==> src/rtl/wr_port_arbiter.sv <==
// wr_port_arbiter
//
// Four-requester round-robin arbiter for a small register file write port.
// A requester raises its req bit together with a 3-bit register index and a
// data word. When the arbiter is idle and enabled it selects a winner, latches
// that requester's index and data, and spends exactly one WRITE cycle driving
// the one-hot grant and the decoded write strobe. It then returns to IDLE, so a
// new write can start at most every second cycle. Register 0 is hard-wired to
// zero, so a write to index 0 is granted but produces no strobe.
//
// Ports
//   clk        : single clock, all state updates on its rising edge
//   rst_n      : asynchronous active-low reset
//   arb_en     : global enable; when low no new grant is issued
//   req        : one request bit per requester
//   req_addr   : requester i register index in bits [3i+2:3i]
//   req_data   : requester i write data in bits [DATA_W*(i+1)-1:DATA_W*i]
//   gnt        : one-hot grant, high during WRITE only
//   we_onehot  : decoded register write strobe, high during WRITE only
//   wr_addr    : latched register index of the current/last write
//   wr_data    : latched data of the current/last write
//   busy       : high while in WRITE
//
// Every output comes straight from a flop; there is no combinational path
// from any input to any output.

module wr_port_arbiter #(
  parameter int DATA_W = 32
) (
  input  logic                  clk,
  input  logic                  rst_n,
  input  logic                  arb_en,
  input  logic [3:0]            req,
  input  logic [11:0]           req_addr,
  input  logic [4*DATA_W-1:0]   req_data,
  output logic [3:0]            gnt,
  output logic [7:0]            we_onehot,
  output logic [2:0]            wr_addr,
  output logic [DATA_W-1:0]     wr_data,
  output logic                  busy
);

  typedef enum logic {
    IDLE  = 1'b0,
    WRITE = 1'b1
  } state_e;

  state_e              state_q, state_d;
  logic [1:0]          ptr_q, ptr_d;
  logic [1:0]          win_q, win_d;
  logic [3:0]          gnt_q, gnt_d;
  logic [7:0]          we_q, we_d;
  logic [2:0]          wr_addr_q, wr_addr_d;
  logic [DATA_W-1:0]   wr_data_q, wr_data_d;
  logic                busy_q, busy_d;

  logic                found;
  logic [1:0]          pick;
  logic [1:0]          cand;
  logic [2:0]          sel_addr;
  logic [DATA_W-1:0]   sel_data;
  logic [7:0]          sel_we;

  // Round-robin search: walk upward from ptr with 2-bit wrap-around and take
  // the first requester whose bit is set.
  always_comb begin
    found = 1'b0;
    pick  = ptr_q;
    cand  = ptr_q;
    for (int i = 0; i < 4; i++) begin
      cand = ptr_q + 2'(i);
      if (!found && req[cand]) begin
        found = 1'b1;
        pick  = cand;
      end
    end
  end

  // Steer the winner's index and data onto a single bus.
  always_comb begin
    sel_addr = '0;
    sel_data = '0;
    for (int i = 0; i < 4; i++) begin
      if (2'(i) == pick) begin
        sel_addr = req_addr[3*i +: 3];
        sel_data = req_data[DATA_W*i +: DATA_W];
      end
    end
  end

  // Index 0 is the hard-wired zero register: it gets no strobe.
  always_comb begin
    sel_we = 8'b0000_0001 << sel_addr;
    if (sel_addr == 3'd0) begin
      sel_we = 8'h00;
    end
  end

  // Next-state and registered-output logic. Strobes default to zero so they
  // are only ever high for the single WRITE cycle; the latched index/data
  // default to holding their value.
  always_comb begin
    state_d   = state_q;
    ptr_d     = ptr_q;
    win_d     = win_q;
    gnt_d     = 4'b0000;
    we_d      = 8'h00;
    busy_d    = 1'b0;
    wr_addr_d = wr_addr_q;
    wr_data_d = wr_data_q;

    case (state_q)
      IDLE: begin
        if (arb_en && found) begin
          state_d   = WRITE;
          win_d     = pick;
          gnt_d     = 4'b0001 << pick;
          we_d      = sel_we;
          busy_d    = 1'b1;
          wr_addr_d = sel_addr;
          wr_data_d = sel_data;
        end
      end
      WRITE: begin
        // The write always completes; arb_en and req are not looked at here,
        // and the pointer only advances once the write has actually finished.
        state_d = IDLE;
        ptr_d   = win_q + 2'd1;
      end
      default: begin
        state_d = IDLE;
      end
    endcase
  end

  // State and output registers, cleared asynchronously so a write in flight
  // is discarded the instant reset is asserted.
  always_ff @(posedge clk or negedge rst_n) begin
    if (!rst_n) begin
      state_q   <= IDLE;
      ptr_q     <= 2'd0;
      win_q     <= 2'd0;
      gnt_q     <= 4'b0000;
      we_q      <= 8'h00;
      busy_q    <= 1'b0;
      wr_addr_q <= 3'd0;
      wr_data_q <= '0;
    end else begin
      state_q   <= state_d;
      ptr_q     <= ptr_d;
      win_q     <= win_d;
      gnt_q     <= gnt_d;
      we_q      <= we_d;
      busy_q    <= busy_d;
      wr_addr_q <= wr_addr_d;
      wr_data_q <= wr_data_d;
    end
  end

  assign gnt       = gnt_q;
  assign we_onehot = we_q;
  assign wr_addr   = wr_addr_q;
  assign wr_data   = wr_data_q;
  assign busy      = busy_q;

endmodule

==> config.mk <==
export PLATFORM = sky130hd
export DESIGN_NAME = wr_port_arbiter
export DESIGN_NICKNAME = d
export VERILOG_FILES = /design/src/rtl/wr_port_arbiter.sv
export SDC_FILE = /design/constraint.sdc
export NUM_CORES = 1
export LEC_CHECK = 0
export BUFFER_PORTS_ARGS = -buffer_cell sky130_fd_sc_hd__clkbuf_2
export CORE_UTILIZATION = 45
export DETAILED_ROUTE_END_ITERATION = 10
export PLACE_DENSITY = 0.86
export REMOVE_ABC_BUFFERS = 1
export SYNTH_ARGS = -nofsm -noshare
export SYNTH_HDL_FRONTEND = slang
export SYNTH_SLANG_ARGS = --single-unit
==> constraint.sdc <==
create_clock -name clk -period 5.3 [get_ports clk]
set_input_delay 0.265 -clock clk [delete_from_list [all_inputs] [get_ports clk]]
set_output_delay 0.265 -clock clk [all_outputs]
set_load 0.05 [all_outputs]
### After elaboration in Yosys (flattened, before gate mapping)

Index checks and enable logic that the tools add are counted.

| storage, ports and cells | value |
|---|---|
| bits in registers | 53 |
| logic and storage cells | 63 |

| cells by class | value |
|---|---|
| add/sub/neg operators | 4 |
| magnitude comparators | 4 |
| equality and inequality tests | 3 |
| shift-type cells | 2 |
| multiplexer cells | 31 |
| bitwise gates (word level) | 1 |
| reduce and logical (&&, ||, !) cells | 10 |

Operators with widths:

| cell | count |
|---|---|
| $mux W32 | 4 |
| $mux W8 | 3 |
| $lt A2 B3 Y1 const B | 4 |
| $mux W3 | 4 |
| $mux W1 | 10 |
| $bmux W1 S2 | 4 |
| $mux W4 | 2 |
| $shl A1 B3 Y8 const A | 1 |
| $mux W2 | 3 |
| $add A2 B1 Y2 const B | 2 |
| $add A2 B2 Y2 const B | 2 |
| $eq A2 B2 Y1 const A | 2 |
| $logic_and A1 B1 Y1 | 4 |
| $shl A1 B2 Y4 const A | 1 |
| $logic_not A1 Y1 | 3 |
| $logic_not A3 Y1 | 1 |
| $eq A1 B2 Y1 const A | 1 |
| $logic_not A2 Y1 | 1 |
| $pmux W1 S2 | 1 |
| $reduce_and A2 Y1 | 1 |
| $not A1 Y1 | 1 |

### Longest topological paths before layout

Gate-level depths: netlist (run 1).

| depth | value |
|---|---|
| depth in word-level cells | 21 |
| depth in mapped cells | 8 |
| gate-level depth less buffers | 7 |

### Worst setup path before layout (run 1)

No wires, ideal clock.

| timing path | value |
|---|---|
| path kind | flip-flop to flip-flop |
| start point | reg ptr_q[0] |
| end point | reg wr_data_q[9], in the netlist wr_data[9] |
| library setup time | 137 ps |
| arrival | 1823 ps |
| path slack | 3340 ps |
| cell stages (with the launch flop) | 9 |
| buffers on the path | 2 |
| clock period less this slack | 1960 ps |
| cell sequence | dfrtp_1 and2b_4 a2111oi_4 nor2_2 or3_1 buf_6 buf_8 o22ai_1 a21oi_1 |

| between the ends | value |
|---|---|
| word-level cells in the longest chain between the ends | 17 |

Ends and longest elaborated chain:

| item | RTL line | source |
|---|---|---|
| start: declaration | 49 | `logic [1:0] ptr_q, ptr_d;` |
| start signal: assignment | 150 | `ptr_q <= ptr_d;` |
| branches (longest 17 deep; another with $add A2 B1 Y2) | - |  |
| end signal: assignment | 156 | `wr_data_q <= wr_data_d;` |
| end: declaration | 54 | `logic [DATA_W-1:0] wr_data_q, wr_data_d;` |

Parallel ways; which one is timed is not known. The select of a mux whose other input is x is not followed.
A chain may end at the register's enable or synchronous reset.

### Worst setup path after layout (run 1)

| timing path | value |
|---|---|
| start point | reg ptr_q[1] |
| end point | reg wr_data_q[0], in the netlist wr_data[0] |

Same word-level chain as after synthesis.

==> metrics.json, run 1 <==
{
  "finish": {
    "antenna-diode-count": 0,
    "area_growth_syn_to_layout_pct": 37.1,
    "final_cell_mix": "sky130_fd_sc_hd__clkbuf_2 (193), sky130_fd_sc_hd__dfrtp_1 (51), sky130_fd_sc_hd__o22ai_1 (50)",
    "final_layout_size_suffix_gt1_share_pct": 55.2,
    "fillCellCount": 509,
    "post-route-cell-area_um2": 3850,
    "finalNonFillerCells": 524,
    "final_stage_net_count": 595,
    "layout.cells.most_common": "sky130_fd_sc_hd__clkbuf_2"
  },
  "die": {
    "fp.coreArea_um2": 5960,
    "dieWidth_um": 81.0,
    "io_pins": 195,
    "initial_utilization_pct": 47.1,
    "row_count": 28,
    "die_h_um": 81.0,
    "fp.dieArea_um2": 6550
  },
  "global_routing": {
    "grt_start_max_net_pins": 52,
    "grt_first_pass_wirelength_um": 12300,
    "globalRouteTotalUtil_pct": 24.3,
    "grt_pass1_vias": 2884,
    "grt_remaining_overflow": 0,
    "antenna_found_initial": 0
  },
  "critical_path": {
    "cp-end-kind": "flip-flop",
    "critical-path-slowest-cell": "sky130_fd_sc_hd__nand2_1",
    "critPathMaxFanout": 26,
    "regToRegEndpoint": "wr_data[0]$_DFFE_PN0P_",
    "worst-setup-path-type": "flip-flop to flip-flop",
    "critical_path_required_ns": 5.46,
    "arrival_ns": 3.17,
    "worst_path_largest_cell_delay_ns": 0.82,
    "critical_path_buf_inv_count": 1,
    "worst_reg_to_reg_setup_slack_ns": 2.29,
    "crit-reg2reg-launch": "ptr_q[1]$_DFFE_PN0P_",
    "reg2reg_depth": 6,
    "worst_path_dominant_cell_family": "compound AO/OA/AOI/OAI gates",
    "setup.worst_path.start_class": "flip-flop",
    "worstPathCellList": "inv_1 -> a22oi_1 -> o221ai_4 -> nand2_1 -> o22ai_1 -> a21oi_1"
  },
  "synth": {
    "synth_sequential_area_ratio_pct": 45.5,
    "synth-seq-cells": 51,
    "synth_area_um2": 2810,
    "ys_warn_count": 0,
    "synth_cell_types": 36,
    "postSynthAreaPerCell_um2": 10.5,
    "syn_inst": 267
  },
  "clock_tree": {
    "postCtsHoldBufs": 0,
    "postCtsSetupRepairBufs": 0,
    "h-tree-depth": 2,
    "cts_max_path_buffers": 2,
    "cts_resized": 0,
    "cts_buffers": 5,
    "clock_pin_slew_worst_setup_and_hold_paths_ns": 0.09,
    "cts_num_sinks": 51,
    "worstSkewPairLatency_ns": 0.29,
    "cts_tree": "built",
    "clock_tree_root_driver_cell": "sky130_fd_sc_hd__clkbuf_8"
  },
  "power": {
    "pwr_density_cell_nw_per_um2": 520,
    "vdd_ir_drop_max_uv": 265,
    "total_leakage_power_nw": 1.92
  },
  "flow_run": {
    "max_cap_violations": 0
  },
  "timing": {
    "skew_ns": 0.0115,
    "worst_pin_slew_ns": 1.04,
    "finalMaxSlewViolations": 0,
    "slew_headroom_pct": 31.0,
    "fin_setup_tns_ns": 0,
    "grt_setup_unrepaired": "no",
    "post-route-min-period_ns": 3.01,
    "final-setup-viol-count": 0,
    "final_critical_path_share_of_the_clock_period_pct": 56.7,
    "hold_viol": 0,
    "fmax_mhz": 333
  },
  "place": {
    "dp_hpwl_um": 6070,
    "globalplace.congestion": 0.805,
    "placed_cell_area_um2": 3760,
    "portBuffers": 193,
    "numPlacedInstances": 516
  },
  "route": {
    "drt_pass1_iterations": 5,
    "drtIter0Drc": 94,
    "via_per_inst": 5.54,
    "route.antenna.remaining_nets": 0,
    "detail_route.wirelength_um": 7880,
    "drc_markers": 0,
    "drt-wirelength-per-cell_um": 15.0,
    "route.vias.total": 2902
  },
  "run_status": {
    "outcome": "finished clean"
  },
  "hold_path": {
    "worstHoldPathType": "input pin to asynchronous set/reset pin"
  }
}
## flip-flops by register name (all words and copies together), names as in the netlist
signal,cells
busy,1
ptr_q,2
wr_data,32
wr_addr,3
gnt,4
win_q,2
we_onehot,7
## worst max-delay path by stage
| stage | start | to | slack (ns) | cells after the start |
|---|---|---|---|---|
| after floorplan | busy$_DFF_PN0_ | we_onehot[4]$_DFF_PN0_ | 2.42 | 5 |
| after global placement | req[1] | wr_data[13]$_DFFE_PN0P_ | 2.26 | 7 |
| after detailed placement | req[1] | wr_data[1]$_DFFE_PN0P_ | 2.19 | 7 |
| after CTS | ptr_q[0]$_DFFE_PN0P_ | wr_data[12]$_DFFE_PN0P_ | 2.25 | 7 |
| after global routing | ptr_q[0]$_DFFE_PN0P_ | wr_data[12]$_DFFE_PN0P_ | 2.00 | 7 |
| final | ptr_q[1]$_DFFE_PN0P_ | wr_data[0]$_DFFE_PN0P_ | 2.29 | 6 |
## synthesized netlist by cell type, drive strengths merged
library cell	instances	share of area, %
o22ai	53	12
buf	15	3.8
mux2	34	14
and2b	2	0.62
o21ai	9	1.6
and2	2	0.45
conb	1	0.13
or2	1	0.22
o221ai	1	0.94
a21oi	29	5.2
o22a	1	0.31
or3	1	0.22
xnor2	1	0.31
o21a	1	0.27
or4	1	0.27
nand2b	2	0.45
nor3b	1	0.27
nor2	8	1.2
a22oi	14	3.7
nand2	10	1.3
clkbuf	8	1.1
mux2i	8	2.9
nor3	7	1.2
a2111oi	1	0.98
inv	4	0.54
dfrtp	51	45
nand3b	1	0.27
## kinds of logic (layout without fill, tap and decap cells)
logic type | after synthesis | after routing | synth area share [%]
AOI/OAI and AO/OA | 109 | 109 | 25.5
xor gates and xnor gates | 1 | 1 | 0.312
buffers and inverters | 27 | 209 | 5.44
DFF | 51 | 51 | 45.5
muxes | 42 | 42 | 16.5
other | 1 | 1 | 0.134
and+or+nand+nor | 36 | 36 | 6.60
## stage by stage
stage          power [mW]  setup WS, ns  util [%]  hold WS, ns
4_1_cts              2.01          2.25      64.6       0.0926
6_report             2.00          2.29      64.6       0.0708
5_1_grt              2.12          2.00      64.6        0.113
3_3_place_gp         1.76          2.26      63.1        0.405
2_1_floorplan        1.48          2.42         -      -0.0306
3_5_place_dp         1.79          2.19      63.1        0.413
## power by group
group	switching, mW	leakage, nW	internal (mW)
combinational	0.814	1.28	0.366
sequential	0.0807	0.603	0.523
clock	0.124	0.0402	0.0920
total	1.02	1.92	0.981
## metal layers
layer | vias to the layer above | GRT usage, % | share of wire, %
li1 | 1381 | - | -
met4 | 0 | 10.5 | 2.0
met2 | 126 | 45.9 | 54
met1 | 1377 | 25.9 | 39
met5 | - | 0 | 0
met3 | 18 | 4.83 | 5.5
## worst reg2reg max path, cell delays in order (launching register included)
cell	delay (ns)
sky130_fd_sc_hd__dfrtp_1	0.44
sky130_fd_sc_hd__inv_1	0.17
sky130_fd_sc_hd__a22oi_1	0.15
sky130_fd_sc_hd__o221ai_4	0.69
sky130_fd_sc_hd__nand2_1	0.83
sky130_fd_sc_hd__o22ai_1	0.49
sky130_fd_sc_hd__a21oi_1	0.11
## final cells by class
class                      instances  area [um^2]  share of cell area (%)
tap                               75         93.8                    2.44
clock inverter                     3         20.0                   0.520
timing repair buffer             197          996                    25.9
multi-input combinational        189         1380                    35.8
inverter                           4         15.0                   0.390
sequential                        51         1280                    33.2
clock buffer                       5         68.8                    1.79
(Power assumes the default switching activity.)
==> inputs of run 2 (changes only) <==
--- a/config.mk
+++ b/config.mk
@@ -6,9 +6,9 @@
 export NUM_CORES = 1
 export LEC_CHECK = 0
 export BUFFER_PORTS_ARGS = -buffer_cell sky130_fd_sc_hd__clkbuf_2
-export CORE_UTILIZATION = 45
+export CORE_UTILIZATION = 42
 export DETAILED_ROUTE_END_ITERATION = 10
-export PLACE_DENSITY = 0.86
+export PLACE_DENSITY = 0.81
 export REMOVE_ABC_BUFFERS = 1
 export SYNTH_ARGS = -nofsm -noshare
 export SYNTH_HDL_FRONTEND = slang
==> constraint.sdc (replaced) <==
create_clock -name clk -period 2.95 [get_ports clk]
set_input_delay 0.1475 -clock clk [delete_from_list [all_inputs] [get_ports clk]]
set_output_delay 0.1475 -clock clk [all_outputs]
set_load 0.05 [all_outputs]
==> metrics.json, run 2 (synthesis results as in run 1) <==
{
  "run_status": {
    "outcome": "finished clean"
  },
  "place": {
    "dp_hpwl": {"value": 6170, "unit": "um", "change": "+1.7%"},
    "portBuffers": {"value": 193, "change": "unchanged"},
    "globalplace.congestion": {"value": 0.762, "change": "-5.4%"},
    "numPlacedInstances": {"value": 525, "change": "+1.7%"},
    "placed_cell_area": {"value": 3810, "unit": "um^2", "change": "+1.5%"}
  },
  "critical_path": {
    "critical_path_required": {"value": 3.17, "unit": "ns", "change": "-2.29 ns"},
    "setup.worst_path.start_class": "flip-flop",
    "arrival": {"value": 2.49, "unit": "ns", "change": "-0.68 ns"},
    "worst_setup_path_endpoint": "we_onehot[2]$_DFF_PN0_",
    "reg2reg_depth": {"value": 7, "change": "+1"},
    "worst-setup-path-type": "flip-flop to flip-flop",
    "cp-end-kind": "flip-flop",
    "regToRegEndpoint": "we_onehot[2]$_DFF_PN0_",
    "worst_reg_to_reg_setup_slack": {"value": 0.68, "unit": "ns", "change": "-1.61 ns"},
    "startpoint": "ptr_q[1]$_DFFE_PN0P_",
    "critPathMaxFanout": {"value": 18, "change": "-31%"},
    "crit-reg2reg-launch": "ptr_q[1]$_DFFE_PN0P_"
  },
  "power": {
    "pwr_density_cell": {"value": 929, "unit": "nW/um^2", "change": "+79%"},
    "vdd_ir_drop_max": {"value": 548, "unit": "uV", "change": "+110%"},
    "total_leakage_power": {"value": 1.96, "unit": "nW", "change": "+1.9%"}
  },
  "global_routing": {
    "use_met3": {"value": 4.75, "unit": "%", "change": "-0.084 points"},
    "grt_start_max_net_pins": {"value": 36, "change": "-31%"},
    "antenna_found_initial": {"value": 0, "change": "unchanged"},
    "grt_met2_usage": {"value": 41.7, "unit": "%", "change": "-4.2 points"},
    "grt_met1_use": {"value": 26.8, "unit": "%", "change": "+0.95 points"},
    "grt_first_pass_wirelength": {"value": 13100, "unit": "um", "change": "+6.4%"},
    "globalRouteTotalUtil": {"value": 22.7, "unit": "%", "change": "-1.6 points"},
    "top_usage_layer": "met2",
    "grt_pass1_vias": {"value": 2867, "change": "-0.59%"},
    "grt_remaining_overflow": {"value": 0, "change": "unchanged"}
  },
  "finish": {
    "post-route-cell-area": {"value": 3920, "unit": "um^2", "change": "+1.8%"},
    "final_layout_size_suffix_gt1_share": {"value": 55.8, "unit": "%", "change": "+0.56 points"},
    "multi_input_comb_area": {"value": 1380, "unit": "um^2", "change": "unchanged"},
    "layout.cells.most_common": "sky130_fd_sc_hd__clkbuf_2",
    "fillCellCount": {"value": 570, "change": "+12%"},
    "antenna-diode-count": {"value": 0, "change": "unchanged"},
    "area_growth_syn_to_layout_pct": 39.6,
    "final_stage_net_count": {"value": 603, "change": "+1.3%"},
    "finalNonFillerCells": {"value": 534, "change": "+1.9%"},
    "register_area": {"value": 1280, "unit": "um^2", "change": "unchanged"},
    "final_cell_mix": "sky130_fd_sc_hd__clkbuf_2 (193), sky130_fd_sc_hd__dfrtp_1 (51), sky130_fd_sc_hd__o22ai_1 (50)",
    "largest_register_ff_count": {"value": 32, "change": "unchanged"}
  },
  "timing": {
    "final-setup-viol-count": {"value": 0, "change": "unchanged"},
    "fmax": {"value": 441, "unit": "MHz", "change": "+33%"},
    "finalMaxSlewViolations": {"value": 0, "change": "unchanged"},
    "worst_pin_slew": {"value": 0.584, "unit": "ns", "change": "-0.451 ns"},
    "final_critical_path_share_of_the_clock_period": {"value": 76.9, "unit": "%", "change": "+20 points"},
    "finalHoldWorstSlack": {"value": 0.0850, "unit": "ns", "change": "+0.0142 ns"},
    "hold_viol": {"value": 0, "change": "unchanged"},
    "grt_setup_unrepaired": "no",
    "slew_headroom": {"value": 61.1, "unit": "%", "change": "+30 points"},
    "post-route-min-period": {"value": 2.27, "unit": "ns", "change": "-0.739 ns"},
    "fin_setup_tns": {"value": 0, "unit": "ns", "change": "unchanged"},
    "skew": {"value": 0.00803, "unit": "ns", "change": "-0.00352 ns"}
  },
  "route": {
    "drc_markers": {"value": 0, "change": "unchanged"},
    "detail_route.wirelength": {"value": 7940, "unit": "um", "change": "+0.76%"},
    "drtIter0Drc": {"value": 127, "change": "+35%"},
    "route.vias.total": {"value": 2887, "change": "-0.52%"},
    "via_per_inst": {"value": 5.41, "change": "-2.4%"},
    "drt-wirelength-per-cell": {"value": 14.9, "unit": "um", "change": "-1.1%"},
    "drt_pass1_iterations": {"value": 4, "change": "-1"},
    "route.antenna.remaining_nets": {"value": 0, "change": "unchanged"}
  },
  "die": {
    "initial_utilization": {"value": 43.9, "unit": "%", "change": "-3.2 points"},
    "die_h": {"value": 83.7, "unit": "um", "change": "+3.4%"},
    "fp.coreArea": {"value": 6390, "unit": "um^2", "change": "+7.2%"},
    "fp.dieArea": {"value": 7010, "unit": "um^2", "change": "+7.0%"},
    "row_count": {"value": 29, "change": "+3.6%"},
    "dieWidth": {"value": 83.7, "unit": "um", "change": "+3.4%"},
    "io_pins": {"value": 195, "change": "unchanged"}
  },
  "clock_tree": {
    "worstSkewPairLatency": {"value": 0.30, "unit": "ns", "change": "about the same"},
    "clock_tree_root_driver_cell": "sky130_fd_sc_hd__clkbuf_8",
    "cts_tree": "built",
    "cts_max_path_buffers": {"value": 2, "change": "unchanged"},
    "clock_pin_slew_worst_setup_and_hold_paths": {"value": 0.10, "unit": "ns", "change": "about the same"},
    "cts_buffers": {"value": 5, "change": "unchanged"},
    "postCtsSetupRepairBufs": {"value": 0, "change": "unchanged"},
    "cts_num_sinks": {"value": 51, "change": "unchanged"},
    "h-tree-depth": {"value": 2, "change": "unchanged"}
  },
  "flow_run": {
    "max_cap_violations": {"value": 0, "change": "unchanged"}
  },
  "hold_path": {
    "worstHoldPathType": "input pin to flip-flop"
  }
}
[run 2: cell types whose count changed in the layout (fill, tap and decap cells not counted), sizes merged]
cell / change
inv: +1
clkinv: -1
dlygate4sd3: +1
buf: +7
[run 2: area by class of cell]
class | instances | share of cell area, %
multi-input cells | 189 | 35.2
flip-flops and latches | 51 | 32.6
inverters | 4 | 0.384
repair buffers | 205 | 27.0
clock buffers | 5 | 1.76
well taps | 77 | 2.46
clock inverters | 3 | 0.607
[run 2: how the worst min path moves through the flow]
stage | from | end | slack (ns) | cells past startpoint
detailed placement | rst_n | wr_data[29]$_DFFE_PN0P_ | 0.18 | 1
global placement | rst_n | wr_data[23]$_DFFE_PN0P_ | 0.17 | 1
finish | req_data[37] | wr_data[5]$_DFFE_PN0P_ | 0.09 | 3
global route | req_data[37] | wr_data[5]$_DFFE_PN0P_ | 0.07 | 3
floorplan | rst_n | busy$_DFF_PN0_ | -0.15 | 0
CTS | req_data[37] | wr_data[5]$_DFFE_PN0P_ | 0.07 | 3
[run 2: metal layers]
metal,routed length [um],vias up,part of all wire [%]
met3,472,10,5.9
met1,3280,1353,41
met2,4100,128,52
li1,-,1396,-
met4,87,0,1.1
met5,0,-,0
[run 2: where the power goes]
group	leakage, nW	internal [mW]	switching [mW]
Sequential	0.603	0.939	0.157
Combinational	1.31	0.681	1.45
Clock	0.0408	0.170	0.237
[run 2: repair_timing]
action                     in CTS  in global routing
resized for setup               0                  0
setup endpoints to repair       0                  0
hold buffers                    1                  0
hold endpoints to repair       22                  0
[run 2: through the flow]
| stage | setup WS [ns] | util [%] | total power, mW |
|---|---|---|---|
| 6_report | 0.682 | 61.3 | 3.64 |
| 5_1_grt | 0.488 | 61.3 | 3.84 |
| 4_1_cts | 0.632 | 61.3 | 3.66 |
| 3_5_place_dp | 0.654 | 59.7 | 3.25 |
| 3_3_place_gp | 0.757 | 59.7 | 3.20 |
| 2_1_floorplan | 0.0677 | - | 2.65 |
[run 2: critical path: stages, from the launching register on]
cell and delay (ns):
sky130_fd_sc_hd__dfrtp_1 0.45, sky130_fd_sc_hd__inv_1 0.17, sky130_fd_sc_hd__a22oi_1 0.15, sky130_fd_sc_hd__o221ai_4 0.40
sky130_fd_sc_hd__buf_4 0.35, sky130_fd_sc_hd__mux2i_1 0.14, sky130_fd_sc_hd__mux2_2 0.33, sky130_fd_sc_hd__nor3_1 0.20
